## config.mk

```make
export PLATFORM = sky130hd
export DESIGN_NAME = lsu_sequencer_flat
export DESIGN_NICKNAME = d
export VERILOG_FILES = /design/src/rtl/lsu_sequencer_if.sv /design/src/rtl/lsu_sequencer.sv /design/src/flat_wrapper.sv
export SDC_FILE = /design/constraint.sdc
export NUM_CORES = 1
export LEC_CHECK = 0
export CORE_ASPECT_RATIO = 1.4
export CORE_MARGIN = 5
export CORE_UTILIZATION = 43
export CTS_BUF_LIST = sky130_fd_sc_hd__clkbuf_16
export DETAILED_ROUTE_END_ITERATION = 8
export PLACE_DENSITY = 0.81
export SKIP_LAST_GASP = 1
export SYNTH_ARGS = -nofsm -noshare
export SYNTH_HDL_FRONTEND = slang
export SYNTH_SLANG_ARGS = --single-unit
```

## constraint.sdc

```tcl
create_clock -name clk -period 5.56 [get_ports clk]
set_input_delay 1.39 -clock clk [delete_from_list [all_inputs] [get_ports clk]]
set_output_delay 1.39 -clock clk [all_outputs]
set_load 0.05 [all_outputs]
```

## src/rtl/lsu_sequencer_if.sv

```systemverilog
// Data-memory port between lsu_sequencer (master) and memory (slave):
// request/byte-enable/write-data outward, ready/rvalid/rdata inward.
interface lsu_sequencer_if #(
   parameter int ADDR_WIDTH = 32,
   parameter int DATA_WIDTH = 32
);
   logic                    mem_req;
   logic                    mem_we;
   logic [ADDR_WIDTH-1:0]   mem_addr;
   logic [DATA_WIDTH/8-1:0] mem_be;
   logic [DATA_WIDTH-1:0]   mem_wdata;
   logic                    mem_ready;
   logic                    mem_rvalid;
   logic [DATA_WIDTH-1:0]   mem_rdata;

   modport master (
      output mem_req, mem_we, mem_addr, mem_be, mem_wdata,
      input  mem_ready, mem_rvalid, mem_rdata
   );

   modport slave (
      input  mem_req, mem_we, mem_addr, mem_be, mem_wdata,
      output mem_ready, mem_rvalid, mem_rdata
   );
endinterface

```

## src/rtl/lsu_sequencer.sv

```systemverilog
// Load/store sequencer: word-aligned bus request with byte enables, core stall, extended load result.
// Define MISALIGN_TRAP_EN to trap misaligned halfword/word accesses instead of issuing them.
module lsu_sequencer #(
   parameter int ADDR_WIDTH = 32,
   parameter int DATA_WIDTH = 32
) (
   input  logic                  clk,
   input  logic                  rst,
   input  logic                  dmem_read_en,
   input  logic                  dmem_write_en,
   input  logic [2:0]            func3,
   input  logic [ADDR_WIDTH-1:0] alu_addr,
   input  logic [DATA_WIDTH-1:0] rs2_data,
   output logic                  stall,
   output logic                  load_done,
   output logic [DATA_WIDTH-1:0] load_data,
   output logic                  misalign,
   lsu_sequencer_if.master       mem
);

   typedef enum logic [1:0] {IDLE, REQ, WAIT_R, DONE} state_e;
   typedef enum logic [1:0] {SZ_B, SZ_H, SZ_W} size_e;

   state_e                  state_q, state_d;
   size_e                   size_q, size_d, size_c;
   logic                    uns_q, uns_d;
   logic [1:0]              off_q, off_d;
   logic                    mem_req_q, mem_req_d;
   logic                    mem_we_q, mem_we_d;
   logic [ADDR_WIDTH-1:0]   mem_addr_q, mem_addr_d;
   logic [3:0]              mem_be_q, mem_be_d, be_c;
   logic [DATA_WIDTH-1:0]   mem_wdata_q, mem_wdata_d, wdata_c;
   logic                    load_done_q, load_done_d;
   logic [DATA_WIDTH-1:0]   load_data_q, load_data_d, ext_c;
   logic                    misalign_q, misalign_d;
   logic [7:0]              rbyte;
   logic [15:0]             rhalf;
`ifdef MISALIGN_TRAP_EN
   logic                    misal_c;
`endif

   // Loads decode bu/hu through func3[1:0]; stores only accept 000/001 as sub-word.
   always_comb begin
      size_c = SZ_W;
      if (dmem_read_en) begin
         if (func3[1:0] == 2'b00)      size_c = SZ_B;
         else if (func3[1:0] == 2'b01) size_c = SZ_H;
      end else begin
         if (func3 == 3'b000)          size_c = SZ_B;
         else if (func3 == 3'b001)     size_c = SZ_H;
      end
      be_c    = 4'b1111;
      wdata_c = rs2_data;
      case (size_c)
         SZ_B: begin
            be_c    = 4'b0001 << alu_addr[1:0];
            wdata_c = {4{rs2_data[7:0]}};
         end
         SZ_H: begin
            be_c    = 4'b0011 << {alu_addr[1], 1'b0};
            wdata_c = {2{rs2_data[15:0]}};
         end
         default: ;
      endcase
`ifdef MISALIGN_TRAP_EN
      misal_c = ((size_c == SZ_H) && alu_addr[0]) ||
                ((size_c == SZ_W) && (alu_addr[1:0] != 2'b00));
`endif
   end

   always_comb begin
      rbyte = mem.mem_rdata[{off_q, 3'b000} +: 8];
      rhalf = mem.mem_rdata[{off_q[1], 4'b0000} +: 16];
      case (size_q)
         SZ_B:    ext_c = {{(DATA_WIDTH-8){rbyte[7] & ~uns_q}}, rbyte};
         SZ_H:    ext_c = {{(DATA_WIDTH-16){rhalf[15] & ~uns_q}}, rhalf};
         default: ext_c = mem.mem_rdata;
      endcase
   end

   always_comb begin
      state_d     = state_q;
      size_d      = size_q;
      uns_d       = uns_q;
      off_d       = off_q;
      mem_we_d    = mem_we_q;
      mem_addr_d  = mem_addr_q;
      mem_be_d    = mem_be_q;
      mem_wdata_d = mem_wdata_q;
      load_data_d = load_data_q;
      misalign_d  = 1'b0;
      stall       = 1'b0;
      case (state_q)
         IDLE: begin
            if (dmem_read_en || dmem_write_en) begin
               stall       = 1'b1;
               state_d     = REQ;
               mem_we_d    = ~dmem_read_en;
               mem_addr_d  = {alu_addr[ADDR_WIDTH-1:2], 2'b00};
               mem_be_d    = be_c;
               mem_wdata_d = wdata_c;
               size_d      = size_c;
               uns_d       = func3[2];
               off_d       = alu_addr[1:0];
`ifdef MISALIGN_TRAP_EN
               if (misal_c) begin
                  state_d     = DONE;
                  misalign_d  = 1'b1;
                  load_data_d = '0;
               end
`endif
            end
         end
         REQ: begin
            stall = 1'b1;
            if (mem.mem_ready) state_d = mem_we_q ? DONE : WAIT_R;
         end
         WAIT_R: begin
            stall = 1'b1;
            if (mem.mem_rvalid) begin
               load_data_d = ext_c;
               state_d     = DONE;
            end
         end
         default: state_d = IDLE;
      endcase
      // Registered outputs are derived from the next state so they align with it.
      mem_req_d   = (state_d == REQ);
      load_done_d = (state_d == DONE) && !mem_we_d && !misalign_d;
   end

   always_ff @(posedge clk) begin
      if (rst) begin
         state_q     <= IDLE;
         size_q      <= SZ_B;
         uns_q       <= 1'b0;
         off_q       <= '0;
         mem_req_q   <= 1'b0;
         mem_we_q    <= 1'b0;
         mem_addr_q  <= '0;
         mem_be_q    <= '0;
         mem_wdata_q <= '0;
         load_done_q <= 1'b0;
         load_data_q <= '0;
         misalign_q  <= 1'b0;
      end else begin
         state_q     <= state_d;
         size_q      <= size_d;
         uns_q       <= uns_d;
         off_q       <= off_d;
         mem_req_q   <= mem_req_d;
         mem_we_q    <= mem_we_d;
         mem_addr_q  <= mem_addr_d;
         mem_be_q    <= mem_be_d;
         mem_wdata_q <= mem_wdata_d;
         load_done_q <= load_done_d;
         load_data_q <= load_data_d;
         misalign_q  <= misalign_d;
      end
   end

   assign mem.mem_req   = mem_req_q;
   assign mem.mem_we    = mem_we_q;
   assign mem.mem_addr  = mem_addr_q;
   assign mem.mem_be    = mem_be_q;
   assign mem.mem_wdata = mem_wdata_q;
   assign load_done     = load_done_q;
   assign load_data     = load_data_q;
   assign misalign      = misalign_q;

endmodule
```

## src/flat_wrapper.sv

```systemverilog
// flat-port wrapper written by rule: the top's interface ports become plain ports
module lsu_sequencer_flat 
#(
   parameter int ADDR_WIDTH = 32,
   parameter int DATA_WIDTH = 32
)
  (clk, rst, dmem_read_en, dmem_write_en, func3, alu_addr, rs2_data, stall, load_done, load_data, misalign, mem_mem_req, mem_mem_we, mem_mem_addr, mem_mem_be, mem_mem_wdata, mem_mem_ready, mem_mem_rvalid, mem_mem_rdata);
  lsu_sequencer_if #(.ADDR_WIDTH(ADDR_WIDTH), .DATA_WIDTH(DATA_WIDTH)) mem_i ();
  input  logic clk;
  input  logic rst;
  input  logic dmem_read_en;
  input  logic dmem_write_en;
  input  logic [2:0] func3;
  input  logic [ADDR_WIDTH-1:0] alu_addr;
  input  logic [DATA_WIDTH-1:0] rs2_data;
  output logic stall;
  output logic load_done;
  output logic [DATA_WIDTH-1:0] load_data;
  output logic misalign;
  output wire logic [$bits(mem_i.mem_req)-1:0] mem_mem_req;
  output wire logic [$bits(mem_i.mem_we)-1:0] mem_mem_we;
  output wire logic [$bits(mem_i.mem_addr)-1:0] mem_mem_addr;
  output wire logic [$bits(mem_i.mem_be)-1:0] mem_mem_be;
  output wire logic [$bits(mem_i.mem_wdata)-1:0] mem_mem_wdata;
  input wire logic [$bits(mem_i.mem_ready)-1:0] mem_mem_ready;
  input wire logic [$bits(mem_i.mem_rvalid)-1:0] mem_mem_rvalid;
  input wire logic [$bits(mem_i.mem_rdata)-1:0] mem_mem_rdata;
  assign mem_mem_req = mem_i.mem_req;
  assign mem_mem_we = mem_i.mem_we;
  assign mem_mem_addr = mem_i.mem_addr;
  assign mem_mem_be = mem_i.mem_be;
  assign mem_mem_wdata = mem_i.mem_wdata;
  assign mem_i.mem_ready = mem_mem_ready;
  assign mem_i.mem_rvalid = mem_mem_rvalid;
  assign mem_i.mem_rdata = mem_mem_rdata;
  lsu_sequencer #(.ADDR_WIDTH(ADDR_WIDTH), .DATA_WIDTH(DATA_WIDTH)) u_core (.clk(clk), .rst(rst), .dmem_read_en(dmem_read_en), .dmem_write_en(dmem_write_en), .func3(func3), .alu_addr(alu_addr), .rs2_data(rs2_data), .stall(stall), .load_done(load_done), .load_data(load_data), .misalign(misalign), .mem(mem_i));
endmodule
```

# Word-level counts from Yosys, hierarchy flattened
# Cells that the tools add are included.
dict set report totals {
  output_inout_bits 105
  mem_bits_rw 0
  latch_bits 0
  wordCells 55
  mem_bits_ro 0
  memories 0
  register_bits 108
  inputBits 105
}
dict set report op_classes {
  n_eq_ne 8
  shifts 4
  div 0
  n_mul 0
  n_bitwise 4
  n_lt_le_gt_ge 0
  add_sub_neg 0
  n_mux 17
  reduce_logical 11
}
# cell count
set op_table {}
lappend op_table {{$pmux 32 s2} 2}
lappend op_table {{$shiftx 32x6->16} 1}
lappend op_table {{$shiftx 32x6->8} 1}
lappend op_table {{$mux 2} 8}
lappend op_table {{$eq 2x1->1 const B} 5}
lappend op_table {{$logic_not 2->1} 4}
lappend op_table {{$pmux 4 s2} 1}
lappend op_table {{$pmux 2 s3} 1}
lappend op_table {{$eq 2x2->1 const B} 2}
lappend op_table {{$mux 1} 4}
lappend op_table {{$reduce_and 2->1} 2}
lappend op_table {{$shl 1x2->4 const A} 1}
lappend op_table {{$shl 2x2->4 const A} 1}
lappend op_table {{$eq 3x1->1 const B} 1}
lappend op_table {{$logic_not 3->1} 1}
lappend op_table {{$and 1x1->1} 2}
lappend op_table {{$not 1->1} 2}
lappend op_table {{$pmux 1 s2} 1}
lappend op_table {{$reduce_or 2->1} 1}
lappend op_table {{$logic_and 1x1->1} 1}
lappend op_table {{$logic_not 1->1} 1}
lappend op_table {{$logic_or 1x1->1} 1}

# Logic depth before layout (Yosys ltp)
dict set report depth {
  ltp_word 6
  ltp_mapped 9
  mapped_depth_nobuf 6
}

# Worst setup path before layout
# Ideal clock, no wire load.
dict set report synth_path {
  path_kind {input -> output}
  startpoint {in dmem_read_en}
  endpoint {out stall}
  slack_ps 1273
  n_path_buf 2
  cell_stages 6
  t_arrival_ps 2897
  required_time_ps 4170
  path_cell_list {nor2_1 nor2b_1 clkbuf_1 buf_1 nor2_1 nor2_1}
}
dict set report synth_via {
  elab_chain_cells 3
}
# item line_no
set synth_lines {}
lappend synth_lines {{start, declared} flat_wrapper.sv:11} ;# input logic dmem_read_en;
lappend synth_lines {{$logic_or 1x1->1} lsu_sequencer.sv:95} ;# if (dmem_read_en || dmem_write_en) begin
lappend synth_lines {{$mux 1} lsu_sequencer.sv:95}
lappend synth_lines {{$pmux 1 s2} lsu_sequencer.sv:93} ;# case (state_q)
lappend synth_lines {{end, declared} flat_wrapper.sv:16} ;# output logic stall;
# No other way between the ends.

# Final worst setup path
# Same ends and word-level chain as after synthesis.

==> impl_metrics.csv <==
group,metric,value,unit
outcome,outcome,"complete, no violations",
clock_tree,clk_pin_slew,0.07,ns
timing,hold_violations,0,
routing,vias,4848,
timing,rsz0062_at_grt,"false",
worst_setup_path,regToRegStartpoint,"u_core.off_q[1]$_SDFFE_PP0P_",
worst_setup_path,arrival,2.61,ns
placement,portBuffers,206,
global_route,grt_pass1_wl,25400,um
routing,drt-wirelength-per-cell,17.9,um
finish,layout_common_cells,"clkdlybuf4s50_1 (204), nand2_1 (110), dfxtp_1 (108)",
clock_tree,clock-root-buffer,"clkbuf_16",
timing,relSlewSlack,11.9,%
worst_setup_path,path_depth,6,
die,dieWidth,99.6,um
clock_tree,cts_tree,"yes",
clock_tree,cts.sinks,108,
finish,regArea,0.00216,mm^2
finish,synthToLayoutAreaGrowth,51.3,%
die,fp-row-count,45,
timing,fin_skew,0.00643,ns
flow_run,max_cap_viol_count,0,
finish,final_common_cell,"clkdlybuf4s50_1",
synth,synth_top_cells_by_area,"dfxtp_1 (45%), nand2_1 (8.5%), mux2i_1 (5.6%)",
clock_tree,cts_hold_buf,0,
finish,diodes,0,
worst_setup_path,critPathLaunch,"dmem_read_en",
synth,ys_types,43,
timing,fin_crit_sh,72.0,%
power_and_ir_drop,pwr_density_cell,460,mW/mm^2
die,die_area,0.0135,mm^2
worst_setup_path,max_stage_delay,0.61,ns
synth,synth-warning-count,0,
worst_setup_path,worst-r2r-setup-slack,3.12,ns
routing,routed_via_density,5.42,
worst_setup_path,crit_required,4.17,ns
synth,ys_ff_latch,108,
clock_tree,htreeDepth,3,
timing,fmax,0.250,GHz
worst_setup_path,crit_chain,"clkdlybuf4s50_1 > nor2_1 > nor2b_4 > nor2_1 > nor2_1 > buf_4",
synth,yosys.area.top_type,"dfxtp_1",
synth,yosysSeqAreaShare,44.7,%
synth,syn_area,0.00484,mm^2
worst_setup_path,cpLargestDelayFamily,"buffers and inverters",
finish,final_nets,857,
worst_setup_path,critPathCaptureType,"primary output",
synth,yosysTopAreaCellShare,44.7,%
worst_setup_path,path_buf_inv,2,
clock_tree,cts_resized,0,
worst_setup_path,r2r_end,"u_core.load_data[17]$_SDFFE_PP0P_",
power_and_ir_drop,p_leak,0.00265,uW
worst_setup_path,cp_common_cell,"nor2_1",
clock_tree,clock_latency,0.34,ns
worst_setup_path,reg2reg_depth,4,
routing,ant_nets,0,
worst_setup_path,cp_max_fo,5,
global_route,grt_max_degree,85,
timing,slew_violations,0,
worst_hold_path,min_path_type,"register to register",
die,initial_core_util,44.3,%
finish,drive_above_1_share,7.44,%
clock_tree,postCtsSetupRepairBufs,0,
timing,setup_viol,0,
synth,syn_avg_cell_area,8.44,um^2
worst_hold_path,hold-path-cell-count,2,
worst_setup_path,crit_path_end,"stall",
timing,tns,0,ns
timing,worst_slack,1.56,ns
routing,routed_wl,16000,um
worst_setup_path,crit_path_top_delay_cell,"clkdlybuf4s50_1",
die,fp.coreArea,0.0109,mm^2
worst_setup_path,start_kind,"input port",
die,die_h,135,um
finish,multi_input_area,0.00247,mm^2
routing,drc,0,
clock_tree,numCtsBuffers,9,
die,ios,210,
global_route,gr-usage-all-layers,23.6,%
timing,worst_pin_slew,1.32,ns
placement,dp_slack,1.55,ns
placement,gp_congestion,0.893,
worst_setup_path,crit_type,"input port to primary output",
global_route,antenna_found_initial,0,
synth,syn-instance-count,573,
timing,min_period,4.00,ns
routing,drt_iter0_markers,252,
routing,firstDrtPassIters,5,
power_and_ir_drop,peakVddDrop,256,uV
placement,dp_hpwl,11900,um
finish,fill_cells,880,
clock_tree,clockBufferDepth,2,
global_route,gr-total-overflow,0,
global_route,grt_pass1_vias,4900,
[kinds of logic (layout without fill, tap and decap cells)]
| group | count (synthesis) | after routing | synth area share [%] |
|---|---|---|---|
| DFF | 108 | 108 | 44.7 |
| other | 1 | 3 | 0.0775 |
| buffers and inverters | 56 | 234 | 4.89 |
| AOI/OAI and AO/OA | 168 | 168 | 23.1 |
| muxes | 43 | 43 | 9.31 |
| adders and majority gates | 4 | 4 | 1.03 |
| and+or+nand+nor | 193 | 193 | 16.9 |
[synth_stat cells (all sizes together)]
cell type / n
buf: 15
o2bb2ai: 1
dfxtp: 108
nand3b: 16
and2: 1
o221ai: 6
clkbuf: 35
o31ai: 1
nor2: 53
o21bai: 2
mux2i: 27
nand2: 110
nor2b: 3
o22ai: 8
ha: 4
nand2b: 3
a2bb2oi: 1
nand3: 1
and3: 1
a221oi: 1
a211o: 16
a211oi: 21
or3b: 1
o21ai: 46
a21oi: 48
a2111o: 1
inv: 6
o21a: 1
or2: 1
a21o: 1
nor3: 2
mux2: 16
conb: 1
a21boi: 1
a31oi: 1
a311oi: 12
or3: 1
[flip-flops by register name, summed over array words and instances, names as in the netlist]
| register | cells |
|---|---|
| u_core.mem.mem_be | 4 |
| u_core.mem.mem_addr | 30 |
| u_core.mem.mem_wdata | 32 |
| u_core.state_q | 2 |
| u_core.load_done | 1 |
| u_core.load_data | 32 |
| u_core.off_q | 2 |
| u_core.mem.mem_we | 1 |
| u_core.size_q | 2 |
| u_core.uns_q | 1 |
| u_core.mem.mem_req | 1 |
[tightest hold or removal path, cell delays in order, from the launching register on]
cell     delay (ns)
dfxtp_1        0.33
nand2_1        0.04
o21ai_0        0.05
[metal layers]
layer / vias to the layer above / part of all wire, % / GRT usage, %
met5: - / 0 / 0
met4: 0 / 3.2 / 9.72
met3: 27 / 11 / 9.48
met2: 223 / 48 / 40.2
met1: 2235 / 37 / 25.8
li1: 2363 / - / -
[final cells by class]
class                           instances  area share (%)
Multi-Input combinational cell        411            33.7
Sequential cell                       108            29.6
Timing Repair Buffer                  212            28.7
Clock buffer                            9            3.08
Tap cell                              141            2.41
Clock inverter                          7            2.22
Inverter                                6           0.308
[worst min-delay path by stage]
stage                                              startpoint                                   to  slack, ns
after CTS                 u_core.mem.mem_addr[2]$_SDFFE_PP0P_  u_core.mem.mem_addr[2]$_SDFFE_PP0P_       0.46
after global placement       u_core.load_data[3]$_SDFFE_PP0P_     u_core.load_data[3]$_SDFFE_PP0P_       0.43
after floorplan                     u_core.uns_q$_SDFFE_PP0P_            u_core.uns_q$_SDFFE_PP0P_       0.46
final                        u_core.load_data[3]$_SDFFE_PP0P_     u_core.load_data[3]$_SDFFE_PP0P_       0.45
after global routing      u_core.mem.mem_addr[2]$_SDFFE_PP0P_  u_core.mem.mem_addr[2]$_SDFFE_PP0P_       0.47
after detailed placement     u_core.load_data[3]$_SDFFE_PP0P_     u_core.load_data[3]$_SDFFE_PP0P_       0.44
[power breakdown]
part / internal (uW) / total (uW) / switching (uW)
clock: 530 / 813 / 283
combinational: 509 / 1500 / 990
sequential: 935 / 1050 / 116
total: 1970 / 3360 / 1390
[metrics by stage]
| stage | std cells | hold slack (ns) | util (%) | total power, uW | instance area (um^2) |
|---|---|---|---|---|---|
| 2_1_floorplan | 575 | 0.463 | - | 2050 | 4840 |
| 3_3_place_gp | 878 | 0.435 | 63.4 | 2530 | 6930 |
| 3_5_place_dp | 878 | 0.442 | 63.4 | 2570 | 6930 |
| 4_1_cts | 894 | 0.456 | 67.0 | 3390 | 7320 |
| 5_1_grt | 894 | 0.473 | 67.0 | 3540 | 7320 |
| 6_report | 894 | 0.453 | 67.0 | 3360 | 7320 |
(Power assumes the default switching activity.)
